**config.mk**
```make
export PLATFORM = sky130hd
export DESIGN_NAME = robots_tone_synth
export DESIGN_NICKNAME = d
export VERILOG_FILES = /design/src/rtl/robots_tone_synth.sv
export SDC_FILE = /design/constraint.sdc
export NUM_CORES = 1
export LEC_CHECK = 0
export ABC_AREA = 1
export CAP_MARGIN = 20
export CELL_PAD_IN_SITES_DETAIL_PLACEMENT = 0
export CELL_PAD_IN_SITES_GLOBAL_PLACEMENT = 1
export CORE_MARGIN = 2
export CORE_UTILIZATION = 48
export CTS_BUF_LIST = sky130_fd_sc_hd__clkbuf_2 sky130_fd_sc_hd__clkbuf_4 sky130_fd_sc_hd__clkbuf_8
export DETAILED_ROUTE_END_ITERATION = 16
export PLACE_DENSITY_LB_ADDON = 0.1
export SYNTH_ARGS = -nofsm -noshare
export SYNTH_HDL_FRONTEND = slang
export SYNTH_SLANG_ARGS = --single-unit
```
**constraint.sdc**
```tcl
create_clock -name clk -period 5.2 [get_ports clk]
set_clock_uncertainty 0.1 [all_clocks]
set_input_delay 0.52 -clock clk [delete_from_list [all_inputs] [get_ports clk]]
set_output_delay 0.52 -clock clk [all_outputs]
set_load 0.05 [all_outputs]
```
**src/rtl/robots_tone_synth.sv**
```systemverilog
// Multi-voice tone generator: per-voice phase accumulator, waveform and volume,
// mixed and driven out through a first-order sigma-delta modulator to one pin.
module robots_tone_synth #(
    parameter int unsigned NVOICE = 2,
    parameter int unsigned PHW    = 16,
    parameter int unsigned DURW   = 12,
    parameter int unsigned VIW    = 1
) (
    input  logic              clk,
    input  logic              rst,
    input  logic              smp_tick,
    input  logic              ms_tick,
    input  logic              cmd_stb,
    output logic              cmd_rdy,
    input  logic [VIW-1:0]    cmd_voice,
    input  logic [PHW-1:0]    cmd_freq,
    input  logic [1:0]        cmd_mode,
    input  logic [3:0]        cmd_vol,
    input  logic [DURW-1:0]   cmd_dur,
    output logic [NVOICE-1:0] busy,
    output logic [NVOICE-1:0] done_stb,
    output logic              audio
);
    localparam int unsigned MW = 8 + $clog2(NVOICE);
    localparam int unsigned P  = PHW - 1;

    logic [PHW-1:0]  phase   [NVOICE];
    logic [PHW-1:0]  freq    [NVOICE];
    logic [1:0]      mode    [NVOICE];
    logic [3:0]      vol     [NVOICE];
    logic [DURW-1:0] dur     [NVOICE];
    logic [7:0]      smp     [NVOICE];
    logic [7:0]      smp_nxt [NVOICE];
    logic [NVOICE-1:0] hit;
    logic [MW-1:0]   mix;
    logic [MW-1:0]   mix_nxt;
    logic [MW-1:0]   acc;
    logic [MW:0]     sd_sum;

    // Commands are refused only while reset is held.
    assign cmd_rdy = ~rst;

    // Command decode plus waveform shaping and volume scaling per voice.
    always_comb begin : wave_gen
        logic [7:0]  raw;
        logic [11:0] prod;
        hit  = '0;
        raw  = 8'd0;
        prod = 12'd0;
        for (int unsigned v = 0; v < NVOICE; v++) begin
            hit[v] = cmd_stb && cmd_rdy && (32'(cmd_voice) == v);
            raw    = 8'd0;
            if (busy[v]) begin
                case (mode[v])
                    2'd0:    raw = phase[v][P] ? 8'hFF : 8'h00;
                    2'd1:    raw = phase[v][P -: 8];
                    2'd2:    raw = phase[v][P] ? ~phase[v][P-1 -: 8] : phase[v][P-1 -: 8];
                    default: raw = 8'd0;
                endcase
            end
            prod       = 12'(raw) * 12'(vol[v]);
            smp_nxt[v] = prod[11:4];
        end
    end

    // Mix is sized so the sum of all full-scale voices cannot overflow.
    always_comb begin : mixer
        mix_nxt = '0;
        for (int unsigned v = 0; v < NVOICE; v++) begin
            mix_nxt = mix_nxt + MW'(smp[v]);
        end
    end

    assign sd_sum = {1'b0, acc} + {1'b0, mix};

    always_ff @(posedge clk) begin
        if (rst) begin
            for (int unsigned v = 0; v < NVOICE; v++) begin
                phase[v] <= '0;
                freq[v]  <= '0;
                mode[v]  <= 2'd0;
                vol[v]   <= 4'd0;
                dur[v]   <= '0;
                smp[v]   <= 8'd0;
            end
            busy     <= '0;
            done_stb <= '0;
            mix      <= '0;
            acc      <= '0;
            audio    <= 1'b0;
        end else begin
            done_stb     <= '0;
            mix          <= mix_nxt;
            {audio, acc} <= sd_sum;
            for (int unsigned v = 0; v < NVOICE; v++) begin
                smp[v] <= smp_nxt[v];
                // A command overrides any expiry landing in the same cycle.
                if (hit[v]) begin
                    freq[v]  <= cmd_freq;
                    mode[v]  <= cmd_mode;
                    vol[v]   <= cmd_vol;
                    dur[v]   <= cmd_dur;
                    phase[v] <= '0;
                    busy[v]  <= (cmd_freq != '0);
                end else if (busy[v]) begin
                    if (smp_tick) begin
                        phase[v] <= phase[v] + freq[v];
                    end
                    if (ms_tick && (dur[v] != '0)) begin
                        dur[v] <= dur[v] - DURW'(1);
                        if (dur[v] == DURW'(1)) begin
                            busy[v]     <= 1'b0;
                            done_stb[v] <= 1'b1;
                        end
                    end
                end
            end
        end
    end
endmodule

```
==> results.md <==
- Postcts setup bufs: 0
- Count of input and output buffers: 45
- Die height: 146 µm
- Post-synthesis register bit count: 139
- Critical path buffers and inverters: 3
- Accumulated negative setup slack: 0 ns
- Insertion delay to the later sink of the worst-skew pair: 0.46 ns
- Number of pins with negative max-slew slack in the final report: 0
- Tcrit/Tclk final: 78.0%
- Vias post-DR: 7713
- Clock root buffer master: clkbuf_8
- Non-Filler Cell Area, Final: 10700 µm²
- Net switching power figure: 775 µW
- # setup viols final: 0
- Largest family of logic cells by synthesized area: simple AND/OR/NAND/NOR gates
- Cell family with the largest share of critical-path delay: adder cells
- Post-CTS Hold Fix Bufs: 0
- Share of post-route cells with drive strength above 1: 6.74%
- Crit-path slowest cell: edfxtp_1
- Number of nets in the synthesized netlist: 1320
- YS warnings: 0
- Final weighted congestion in routability-driven placement: 0.832
- # fillers: 1932
- Fraction of synthesized cell area taken by the top area cell type: 31.1%
- Ys async rst share: 0%
- Number of placement rows: 51
- Worst reg2reg path startpoint: phase[1][15]
- Synth Area per Inst: 8.22 µm²
- Iter 0 DRT Violations: 472
- Number of antenna violations at the first check in global routing: 0
- Post-synthesis compound-gate area fraction: 13.2%
- Total routing usage reported by global routing: 21.1%
- CTS buffer count: 17
- Via/cell ratio: 5.15
- Overflow left after global routing: 0
- Most numerous cell types in the synthesized netlist: inv_1, nand2_1, nor2_1
- Post-synthesis cell type with the largest combined area: edfxtp_1
- Classification of the worst-slack hold path: reg2reg
- Critical Path Start Type: flip-flop
- Start point of the worst min-delay path: acc[0]
- Placed Instances: 1466
- Resized Gates After CTS: 0
- Worst VDD drop: 0.148 mV
- Critical Path Fanout Max: 16
- Cell variety after synth: 47
- Highest Clock Rate: 0.247 GHz
- Slew at the pin closest to its max-slew limit: 0.831 ns
- Total Die Area: 21300 µm²
- Worst setup startpoint: phase[1][15]
- Switching Share: 29.1%
- Logic pwr share: 15.6%
- Arrival @ worst endpoint: 4.29 ns
- CTS tree: done
- Cell area after technology mapping: 9660 µm²
- Worst-path clk slew: 0.08 ns
- Number of synthesized flops with an enable pin: 100
- Final standard cell count with taps included and fillers excluded: 1497
- Number of nets still failing antenna checks after routing: 0
- Via count of the first global-routing pass: 7504
- Number of detailed-route iterations in the first pass: 7
- X dimension of the die: 146 µm
- Wire length of the first global-routing pass: 36400 µm
- Most used flip-flop cell after synthesis: edfxtp_1
- Cell area reported after detailed placement: 10300 µm²
- Sequential group share of total power: 49.5%
- Number of maximum-capacitance violations: 0
- Number of clock sinks: 139
- M3 GR Usage: 2.85%
- Sum of routed wire length over all layers: 21300 µm
- H-Tree Level Count: 4
- Unrepaired setup endpoints after global routing: false
- Post-Place Setup Slack: 1.19 ns
- Number of DRC violations after detailed routing: 0
- Top cells by area, synth: edfxtp_1, ha_1, dfxtp_1
- Final HPWL from detailed placement: 16400 µm
- Global routing usage on met1: 30.7%
- CP Class: reg2reg
- Most common cell in the synthesized netlist: inv_1
- Fraction of synthesized cell area in xor and xnor cells: 1.54%
- Share of synthesized area spent on multiplexers: 0%
- Buffer depth of the longest clock path: 2
- Outcome: finished, final reports clean
- CP Data Required Time: 5.43 ns
- Global Route met2 Usage: 33.5%
- Type of element capturing the critical path: flip-flop
- Final Total Pwr: 2.66 mW
- Pin count of the biggest net entering global routing: 29
- Top-Level Pins: 46
- Post-layout nets: 1366
- Slowest Stage Delay on Critical Path: 0.69 ns
- Final routed wire length divided by cell count: 14.3 µm
- Sequential area share after synthesis: 39.2%
- Power per cell area: 248 nW/µm²
- Internal Pwr Total: 1.89 mW
- Cell-by-cell trace of the critical path: nand2_1, nand2_1, o21ai_0, o21ai_0, nor2_1, fa_1, inv_1, fa_1, inv_1, ha_1, nand2_1, o21ai_0, inv_1, nand2_2, nand3_1, a21oi_1, nor2_1
- Effective utilization at floorplan: 49.3%
- Core ar.: 19600 µm²
- Area growth from synthesis to layout: 11.1%
- Simple-gate area share of the yosys netlist: 21.7%
- Most heavily used metal layer in global routing: met2
- ANT cells: 0
- Share of power burned in the clock network: 34.9%
- Worst-case setup margin in the final layout: 1.15 ns
- Syn Inst Count: 1174
- Leakage power summed over all cells: 4.88 nW
- Final number of hold-violating endpoints: 0
- Post-Synth Adder-Cell Area: 15.8%
- Relative slew margins: 44.6%
- Final period demand of the worst path: 4.05 ns
[sequential cells by signal, indices dropped and copies added (netlist names)]
register,cells
acc,9
audio,1
busy,2
done_stb,2
dur,24
freq,32
mix,9
mode,4
phase,32
smp,16
vol,8
[worst paths after layout]
path              slack [ns]         end  depth (start not counted)
setup reg to reg        1.15  smp[0][13]                         17
hold / removal          0.45      acc[0]                          3
hold reg to reg         0.45      acc[0]                          3
setup / recovery        1.15  smp[0][13]                         17
[routing by layer]
layer,wire [µm],vias to the layer above
li1,-,4007
met1,10900,3587
met5,0,-
met4,193,0
met3,551,17
met2,9690,102
[cell type report]
type | instances | area (µm²) | share of cell area (%)
Multi-Input combinational cell | 827 | 5040 | 47.0
Sequential cell | 139 | 3780 | 35.3
Inverter | 189 | 712 | 6.63
Timing Repair Buffer | 46 | 458 | 4.27
Tap cell | 265 | 332 | 3.09
Clock buffer | 18 | 241 | 2.25
Clock inverter | 13 | 166 | 1.55
[metrics by stage]
step / utilization, % / hold slack (ns)
floorplan: - / 0.419
global placement: 52.7 / 0.427
detailed placement: 52.7 / 0.446
CTS: 54.8 / 0.463
global route: 54.8 / 0.500
finish: 54.8 / 0.453
[worst register-to-register path: cells and delay by family (launching register included)]
kind | cells | cell delay [ns]
buf+inv | 3 | 0.19
compound gates | 4 | 0.92
flops | 1 | 0.69
simple gates | 7 | 0.61
fa+ha+maj | 3 | 1.41
[placed cells by master, fill, tap and decap left out, drive strengths merged]
cell type,count
a211oi,8
a21boi,5
a21o,2
a21oi,116
a221oi,1
a31o,1
a31oi,4
buf,1
bufinv,3
clkbuf,18
clkdlybuf4s50,45
clkinv,4
clkinvlp,3
dfxtp,39
edfxtp,100
fa,26
ha,80
inv,192
nand2,194
nand3,70
nand3b,1
nand4,5
nor2,178
nor3,13
nor4,6
o21a,12
o21ai,76
o21bai,4
o22ai,1
o31ai,3
or2,4
xnor2,7
xor2,10
[power by group through the flow]
stage                     clock network [mW]  registers (mW)  logic (mW)
after CTS                              0.956            1.32       0.416
after floorplan                            0            1.32       0.303
after detailed placement                   0            1.34       0.413
after global routing                   0.993            1.33       0.477
final                                  0.930            1.32       0.415
after global placement                     0            1.34       0.412
[kinds of logic after synthesis]
kind of cell,after synthesis
DFF,139
adders and majority gates,106
and+or+nand+nor,471
buffers and inverters,208
xor gates and xnor gates,17
AOI/OAI and AO/OA,233
(Power assumes the default switching activity.)
